[config.mk]
export PLATFORM = sky130hd
export DESIGN_NAME = ll_multi_fifo
export DESIGN_NICKNAME = d
export VERILOG_FILES = /design/src/rtl/ll_multi_fifo_pkg.sv /design/src/rtl/ll_multi_fifo_free_list.sv /design/src/rtl/ll_multi_fifo.sv
export SDC_FILE = /design/constraint.sdc
export NUM_CORES = 1
export LEC_CHECK = 0
export ABC_AREA = 1
export BUFFER_PORTS_ARGS = -buffer_cell sky130_fd_sc_hd__buf_2
export CAP_MARGIN = 20
export CORE_MARGIN = 3
export CORE_UTILIZATION = 30
export CTS_CLUSTER_DIAMETER = 40
export DETAILED_ROUTE_END_ITERATION = 12
export SLEW_MARGIN = 20
export SYNTH_ARGS = -nofsm -noshare
export SYNTH_HDL_FRONTEND = slang
export SYNTH_HIERARCHICAL = 1
export SYNTH_SLANG_ARGS = --single-unit
[constraint.sdc]
create_clock -name clk -period 3 [get_ports clk]
set_clock_uncertainty 0.2 [all_clocks]
set_input_delay 0.15 -clock clk [delete_from_list [all_inputs] [get_ports clk]]
set_output_delay 0.15 -clock clk [all_outputs]
set_load 0.01 [all_outputs]
[src/rtl/ll_multi_fifo_pkg.sv]
// Shared types and constants for the linked-list multi-queue FIFO.
package ll_multi_fifo_pkg;

  localparam int DEF_WIDTH     = 8;
  localparam int DEF_DEPTH     = 8;
  localparam int DEF_NUM_FIFOS = 4;
  localparam int DEF_PTR_WIDTH = $clog2(DEF_DEPTH);
  localparam int DEF_SEL_WIDTH = $clog2(DEF_NUM_FIFOS);
  localparam int DEF_CNT_WIDTH = $clog2(DEF_DEPTH + 1);

  typedef logic [DEF_PTR_WIDTH-1:0] ptr_t;
  typedef logic [DEF_SEL_WIDTH-1:0] sel_t;
  typedef logic [DEF_CNT_WIDTH-1:0] cnt_t;

  // Ownership tag for back-pointer tracking: an entry is either on the free
  // list or linked into one of the data queues.
  localparam logic QUEUE_FREE = 1'b0;
  localparam logic QUEUE_DATA = 1'b1;

endpackage

[src/rtl/ll_multi_fifo_free_list.sv]
// Circular buffer of free entry pointers. pop hands out the head pointer,
// push returns a released pointer to the tail. When the list is empty and
// both happen together, the released pointer is handed straight back out.
module ll_free_list import ll_multi_fifo_pkg::*; #(
  parameter int DEPTH     = DEF_DEPTH,
  parameter int PTR_WIDTH = $clog2(DEPTH),
  parameter int CNT_WIDTH = $clog2(DEPTH + 1)
) (
  input  logic                 clk,
  input  logic                 rst,
  input  logic                 pop,
  input  logic                 push,
  input  logic [PTR_WIDTH-1:0] push_ptr,
  output logic [PTR_WIDTH-1:0] pop_ptr,
  output logic [CNT_WIDTH-1:0] count
);

  logic [PTR_WIDTH-1:0] ring [DEPTH];
  logic [PTR_WIDTH-1:0] rd_idx;
  logic [PTR_WIDTH-1:0] wr_idx;
  logic                 bypass;

  assign bypass  = pop & push & (count == '0);
  assign pop_ptr = bypass ? push_ptr : ring[rd_idx];

  // Ring pointers and occupancy; a bypass leaves the ring untouched.
  always_ff @(posedge clk) begin
    if (rst) begin
      for (int i = 0; i < DEPTH; i++) begin
        ring[i] <= PTR_WIDTH'(i);
      end
      rd_idx <= '0;
      wr_idx <= '0;
      count  <= CNT_WIDTH'(DEPTH);
    end else if (!bypass) begin
      if (push) begin
        ring[wr_idx] <= push_ptr;
        wr_idx       <= wr_idx + PTR_WIDTH'(1);
      end
      if (pop) begin
        rd_idx <= rd_idx + PTR_WIDTH'(1);
      end
      if (push && !pop) begin
        count <= count + CNT_WIDTH'(1);
      end else if (pop && !push) begin
        count <= count - CNT_WIDTH'(1);
      end
    end
  end

endmodule

[src/rtl/ll_multi_fifo.sv]
// Shared-buffer multi-queue FIFO: NUM_FIFOS linked lists threaded through one
// DEPTH-entry store, with per-queue caps, full-store push/pop bypass,
// registered read data and a sticky error flag for rejected requests.
module ll_multi_fifo import ll_multi_fifo_pkg::*; #(
  parameter int WIDTH        = DEF_WIDTH,
  parameter int DEPTH        = DEF_DEPTH,
  parameter int NUM_FIFOS    = DEF_NUM_FIFOS,
  parameter int MAX_PER_FIFO = DEPTH,
  parameter bit FULL_BYPASS  = 1'b1,
  parameter int PTR_WIDTH    = $clog2(DEPTH),
  parameter int SEL_WIDTH    = $clog2(NUM_FIFOS),
  parameter int CNT_WIDTH    = $clog2(DEPTH + 1)
) (
  input  logic                 clk,
  input  logic                 rst,
  input  logic                 push,
  input  logic                 pop,
  input  logic [SEL_WIDTH-1:0] push_sel,
  input  logic [SEL_WIDTH-1:0] pop_sel,
  input  logic [WIDTH-1:0]     data_in,
  output logic [NUM_FIFOS-1:0] full,
  output logic [NUM_FIFOS-1:0] empty,
  output logic [WIDTH-1:0]     data_out,
  output logic                 data_out_vld,
  output logic [CNT_WIDTH-1:0] free_count,
  output logic                 err
);

  localparam logic [CNT_WIDTH-1:0] CAP = CNT_WIDTH'(MAX_PER_FIFO);

  logic [WIDTH-1:0]     mem   [DEPTH];
  logic [PTR_WIDTH-1:0] nxt   [DEPTH];
  logic [PTR_WIDTH-1:0] head  [NUM_FIFOS];
  logic [PTR_WIDTH-1:0] tail  [NUM_FIFOS];
  logic [CNT_WIDTH-1:0] count [NUM_FIFOS];

  logic                 pop_ok;
  logic                 push_ok;
  logic                 push_to_empty;
  logic                 store_full;
  logic [PTR_WIDTH-1:0] pop_head;
  logic [PTR_WIDTH-1:0] push_ptr;
  int                   occ_sum;

  // Request qualification. A push into a queue that the same-cycle pop
  // drains to zero must relink the head rather than the old tail.
  always_comb begin
    pop_head      = head[pop_sel];
    store_full    = (free_count == '0);
    pop_ok        = pop & (count[pop_sel] != '0);
    push_ok       = push & (count[push_sel] != CAP) &
                    (~store_full | (FULL_BYPASS & pop_ok));
    push_to_empty = (count[push_sel] == '0) |
                    ((push_sel == pop_sel) & pop_ok &
                     (count[push_sel] == CNT_WIDTH'(1)));
  end

  // Per-queue status flags.
  always_comb begin
    full  = '0;
    empty = '0;
    for (int q = 0; q < NUM_FIFOS; q++) begin
      full[q]  = (count[q] == CAP) | store_full;
      empty[q] = (count[q] == '0);
    end
  end

  ll_free_list #(
    .DEPTH     (DEPTH),
    .PTR_WIDTH (PTR_WIDTH),
    .CNT_WIDTH (CNT_WIDTH)
  ) u_free_list (
    .clk      (clk),
    .rst      (rst),
    .pop      (push_ok),
    .push     (pop_ok),
    .push_ptr (pop_head),
    .pop_ptr  (push_ptr),
    .count    (free_count)
  );

  // Data store and link array; contents are don't-care until linked.
  always_ff @(posedge clk) begin
    if (!rst && push_ok) begin
      mem[push_ptr] <= data_in;
      if (!push_to_empty) begin
        nxt[tail[push_sel]] <= push_ptr;
      end
    end
  end

  // Queue heads/tails/counts, registered read port and sticky error.
  always_ff @(posedge clk) begin
    if (rst) begin
      for (int q = 0; q < NUM_FIFOS; q++) begin
        head[q]  <= '0;
        tail[q]  <= '0;
        count[q] <= '0;
      end
      data_out     <= '0;
      data_out_vld <= 1'b0;
      err          <= 1'b0;
    end else begin
      data_out_vld <= pop_ok;
      if (pop_ok) begin
        data_out      <= mem[pop_head];
        head[pop_sel] <= nxt[pop_head];
      end
      if (push_ok) begin
        tail[push_sel] <= push_ptr;
        if (push_to_empty) begin
          head[push_sel] <= push_ptr;
        end
      end
      for (int q = 0; q < NUM_FIFOS; q++) begin
        if (push_ok && push_sel == SEL_WIDTH'(q) &&
            !(pop_ok && pop_sel == SEL_WIDTH'(q))) begin
          count[q] <= count[q] + CNT_WIDTH'(1);
        end else if (pop_ok && pop_sel == SEL_WIDTH'(q) &&
                     !(push_ok && push_sel == SEL_WIDTH'(q))) begin
          count[q] <= count[q] - CNT_WIDTH'(1);
        end
      end
      if ((push && !push_ok) || (pop && !pop_ok)) begin
        err <= 1'b1;
      end
    end
  end

  // Total occupancy across queues, for the conservation check below.
  always_comb begin
    occ_sum = 0;
    for (int q = 0; q < NUM_FIFOS; q++) begin
      occ_sum = occ_sum + int'(count[q]);
    end
  end

  // Every entry is either linked into a queue or on the free list.
  always_ff @(posedge clk) begin
    if (!rst) begin
      assert (occ_sum + int'(free_count) == DEPTH);
    end
  end

endmodule
Word-level counts from Yosys, hierarchy flattened

Memory sizes are Yosys's and may differ from the RTL's. A register that Yosys moved wholly into a read port is not among the register bits.
Cells that the tools add are included.

Register bits: 12
RAM bits: 152
Output and inout bits: 22
Logic and storage cells: 182
Memories: 6

Memories:

| memory           | words | bits a word | rd ports | clocked after memory_dff | write ports | line                          | RTL |
|---|---|---|---|---|---|---|---|
| mem              | 8     | 8           | 1        | 1                        | 1           | ll_multi_fifo.sv:31           | `logic [WIDTH-1:0] mem [DEPTH];` |
| nxt              | 8     | 3           | 1        | 0                        | 1           | ll_multi_fifo.sv:32           | `logic [PTR_WIDTH-1:0] nxt [DEPTH];` |
| u_free_list.ring | 8     | 3           | 1        | 1                        | 8           | ll_multi_fifo_free_list.sv:18 | `logic [PTR_WIDTH-1:0] ring [DEPTH];` |
| count            | 4     | 4           | 6        | 0                        | 4           | ll_multi_fifo.sv:35           | `logic [CNT_WIDTH-1:0] count [NUM_FIFOS];` |
| head             | 4     | 3           | 1        | 0                        | 4           | ll_multi_fifo.sv:33           | `logic [PTR_WIDTH-1:0] head [NUM_FIFOS];` |
| tail             | 4     | 3           | 1        | 0                        | 4           | ll_multi_fifo.sv:34           | `logic [PTR_WIDTH-1:0] tail [NUM_FIFOS];` |

Add/sub/neg operators: 12
Equal/unequal tests: 13
Muxes and demuxes: 73
Bitwise logic cells: 23
Reductions and logical operators: 50

Operator list:

| operator                                          | number |
|---|---|
| two-way mux 1 bit                                 | 52 |
| two-way mux 4 bit                                 | 10 |
| zero test 4 bit                                   | 6 |
| two-way mux 3 bit                                 | 8 |
| logical AND 1 bit                                 | 21 |
| adder 4 x 1 -> 4 bit (second input constant)      | 5 |
| subtractor 4 x 1 -> 4 bit (second input constant) | 5 |
| == test 4 bit (second input constant)             | 4 |
| bitwise OR 1 bit                                  | 14 |
| OR reduction 3 bit                                | 4 |
| zero test 1 bit                                   | 11 |
| == test 2 bit (second input constant)             | 4 |
| AND 1 bit                                         | 7 |
| adder 3 x 1 -> 3 bit (second input constant)      | 2 |
| two-way mux 2 bit                                 | 3 |
| AND reduction 2 bit                               | 3 |
| == test 2 x 1 -> 1 bit (second input constant)    | 2 |
| == test 4 x 1 -> 1 bit (second input constant)    | 1 |
| zero test 2 bit                                   | 2 |
| != test 4 bit (second input constant)             | 1 |
| nonzero test 4 bit                                | 1 |
| == test 2 bit                                     | 1 |
| NOT 1 bit                                         | 2 |
| nonzero test 2 bit                                | 1 |
| logical OR 1 bit                                  | 1 |

Longest topological paths before layout

An unclocked memory read counts as a cell.

Depth after elaboration: 13
Gate-level depth with buffers: 19
Mapped depth without buffers: 18

Cells and area by module

The synthesis kept the hierarchy.

By module, submodules not included:

| module        | instances | cells an instance | area each (um^2) | seq. area each (um^2) |
|---|---|---|---|---|
| ll_multi_fifo | 1         | 716               | 6988.0           | 4043.9 |
| ll_free_list  | 1         | 233               | 1940.6           | 980.9 |

Worst setup path after synthesis

Ideal clock, no wire load.

Kind: register -> register
From: mem count[3][2] (netlist name)
To: mem mem[6][0] (netlist name), enable pin
Setup time: 0.370 ns
Data arrival time: 2.679 ns
Setup slack: -0.249 ns
Stages on the path, launching flop included: 19
Buffers on the path: 5
Period minus slack after synthesis: 3.249 ns
Cell sequence: edfxtp_1 buf_2 nor2_1 nand2_1 nand2_1 nand2_1 nor2_2 nor2_2 buf_6 buf_2 ha_1 nand3_2 buf_6 inv_1 nand2_1 nand2_1 buf_2 nand2_1 nor2_1

RTL lines:

| what        | line |
|---|---|
| from (decl) | ll_multi_fifo.sv:35 |
| to (decl)   | ll_multi_fifo.sv:31 |

==> impl_metrics.env <==
export IMPL_io_pins=38
export IMPL_min_to="count[3][0]"
export IMPL_cts_inserted_buffers=17
export IMPL_crit_type="register to register"
export IMPL_whs_ps=193
export IMPL_grt_usage=0.137
export IMPL_path_clk_slew_ps=70
export IMPL_layout_min_cycle_time_ps=2830
export IMPL_numPortBuffers=37
export IMPL_synth_area_um2=8930
export IMPL_ir_worst_vdd_mv=0.432
export IMPL_initial_utilization=0.308
export IMPL_synth_seq_area_share=0.563
export IMPL_synthesis_nets=983
export IMPL_endpoint_kind="register"
export IMPL_avgViaCountPerCell=4.76
export IMPL_path_max_fanout=8
export IMPL_r2r_slack_ps=170
export IMPL_rr_endpoint="mem[6][2]"
export IMPL_p_per_area_nw_per_um2=590
export IMPL_fillers=2893
export IMPL_drtAntennaViolNets=0
export IMPL_synth_area_per_cell_um2=9.41
export IMPL_critPathLaunchType="register"
export IMPL_die_y_um=179
export IMPL_hold_depth=5
export IMPL_area_delta_synth_final_pct=21.9
export IMPL_slew_headroom=0.636
export IMPL_vias=6849
export IMPL_antenna_found_initial=0
export IMPL_status="complete, no violations"
export IMPL_grt_remaining_overflow=0
export IMPL_finalWirelength_mm=21.4
export IMPL_rr_worst_depth=16
export IMPL_postSynthCellCount=949
export IMPL_grt_max_degree=50
export IMPL_hold_path_class="input port to register"
export IMPL_hold_viol=0
export IMPL_design_die_area_um2=31900
export IMPL_gp_congestion=0.842
export IMPL_worst_ep_arrival_time_ps=2740
export IMPL_cts_htree_levels=4
export IMPL_n_antenna_cell=0
export IMPL_layout_drive_gt1_share=0.193
export IMPL_cap_violations=0
export IMPL_setup_viol=0
export IMPL_clock_latency_ps=430
export IMPL_grt_pass1_vias=6474
export IMPL_hp_start="pop_sel[1]"
export IMPL_cts_root_buf="clkbuf_16"
export IMPL_nNetsFinal=1077
export IMPL_core_um2=29000
export IMPL_cp_required_ps=2910
export IMPL_clock_sinks=175
export IMPL_period_share=0.943
export IMPL_dp_hpwl_mm=15.2
export IMPL_ys_ff_latch=175
export IMPL_cts_buffer_depth=2
export IMPL_drtIter0Drc=573
export IMPL_ys_async_sr_fraction=0
export IMPL_power_mw=6.42
export IMPL_num_rows=62
export IMPL_max_freq_ghz=0.354
export IMPL_worst_slew_pin_slew_ps=542
export IMPL_dr_pass1_iters=5
export IMPL_final_util=0.375
export IMPL_yosys_most_used_dff="edfxtp_1"
export IMPL_slew_violations=0
export IMPL_p_leak_nw=4.56
export IMPL_grt_pass1_wl_mm=34.3
export IMPL_yosys_warnings=6
export IMPL_cts_tree="yes"
export IMPL_die_w_um=179
export IMPL_wl_per_cell_um=14.9
export IMPL_drc=0
export IMPL_yosysUniqueCellTypes=40
export IMPL_synth_edf_count=152
export IMPL_timing_rr_start="count[2][1]"
## cells in the mapped netlist (all sizes together) (13+ instances only)
master  number  area (um2)
buf         27         175
edfxtp     152        4560
nand2      241         940
a21oi       45         225
nor2        87         403
nand3       85         445
nand3b      14         109
o211ai      32         240
inv        119         449
nand4       23         159
o21ai       34         170
dfxtp       23         460
nor3        13        80.1
ha          14         175
## power breakdown
group / switching, mW / internal, mW
Clock: 1.11 / 1.23
Sequential: 0.0674 / 2.81
Combinational: 0.788 / 0.420
Total: 1.96 / 4.46
## through the flow
step	instances	area (um2)	worst slack [ps]	TNS, ps
after floorplan	949	9010	26.1	0
after global placement	1386	9870	85.7	0
after detailed placement	1386	9870	10.4	0
after CTS	1430	10700	3.51	0
after global routing	1440	10900	-6.80	-29.8
final	1440	10900	172	0
## worst max-delay path by stage
stage,from,end,slack (ps),cells past startpoint
after CTS,count[1][1],mem[1][6],4,16
after global routing,count[0][0],count[0][3],-7,18
after detailed placement,count[1][1],mem[1][3],10,16
after global placement,count[1][1],mem[1][7],90,16
after floorplan,count[3][2],mem[1][0],30,19
final,count[2][1],mem[6][2],170,16
## sequential cells by signal (all words and copies together) (netlist names), named ones only
register            cells
mem                    64
count                  16
head                   12
err                     1
u_free_list/count       4
tail                   12
data_out                8
data_out_vld            1
u_free_list/wr_idx      3
u_free_list/rd_idx      3
nxt                    24
u_free_list/ring       24
## cells in the final DEF (no fill, tap or decap), drive strengths merged
cell type | synthesis | layout
nand2b | 1 | 1
o211ai | 32 | 32
bufinv | 0 | 1
ha | 14 | 14
clkbuf | 11 | 17
a21oi | 45 | 45
fa | 4 | 4
a22oi | 1 | 1
mux2i | 3 | 3
a22o | 1 | 1
inv | 119 | 122
dfxtp | 23 | 23
nor2 | 87 | 87
clkinv | 1 | 11
nand3 | 85 | 85
edfxtp | 152 | 152
dlygate4sd3 | 0 | 12
nor2b | 1 | 1
o21ai | 34 | 34
o31ai | 1 | 1
xnor2 | 2 | 2
buf | 27 | 101
nand2 | 241 | 241
nand4 | 23 | 23
nand3b | 14 | 14
xor2 | 12 | 12
clkinvlp | 0 | 1
nor3 | 13 | 13
a221oi | 2 | 2
## final cells by class
class	instances	area [um2]	area share
tap	384	480	0.0442
timing repair buffer	113	848	0.0780
multi-input combinational	616	3410	0.313
clock inverter	15	236	0.0217
sequential	175	5020	0.462
inverter	120	454	0.0417
clock buffer	17	425	0.0391
## timing repair
item,in CTS,in global routing
hold buffers,12,0
hold endpoints to repair,68,0
endpoints found under the setup margin,0,74
gates resized for setup,0,23
buffers inserted,0,10
## kinds of logic after synthesis
kind of cell             count (synthesis)  share of synthesized area
XOR/XNOR                                14                     0.0137
AO/OA/AOI/OAI                          116                     0.0758
flip-flops                             175                      0.563
buffers and inverters                  158                     0.0751
adder cells (fa/ha/maj)                 18                     0.0286
multiplexers                             3                    0.00336
AND/OR/NAND/NOR                        465                      0.241
## layer usage
layer	up-vias	share of wire	track usage
met3	8	0.046	0.0230
met2	163	0.49	0.231
met4	0	0.0075	0.0331
met5	-	0	0
li1	3401	-	-
met1	3277	0.46	0.185
## critical path, stage by stage, from the launching register on
cell and delay, ps:
edfxtp_1 410, nor2_2 140, nand2_1 110, nand2_1 80, nand2_1 80, nor2_4 160, nor2_4 60, nor2_4 130
nor2_8 70, ha_1 210, nand3_4 140, inv_1 80, nand2_1 80, nand2_2 80, inv_1 90, nand2_4 100
nor2_4 280
No activity file was read; power rests on OpenSTA's default activity.
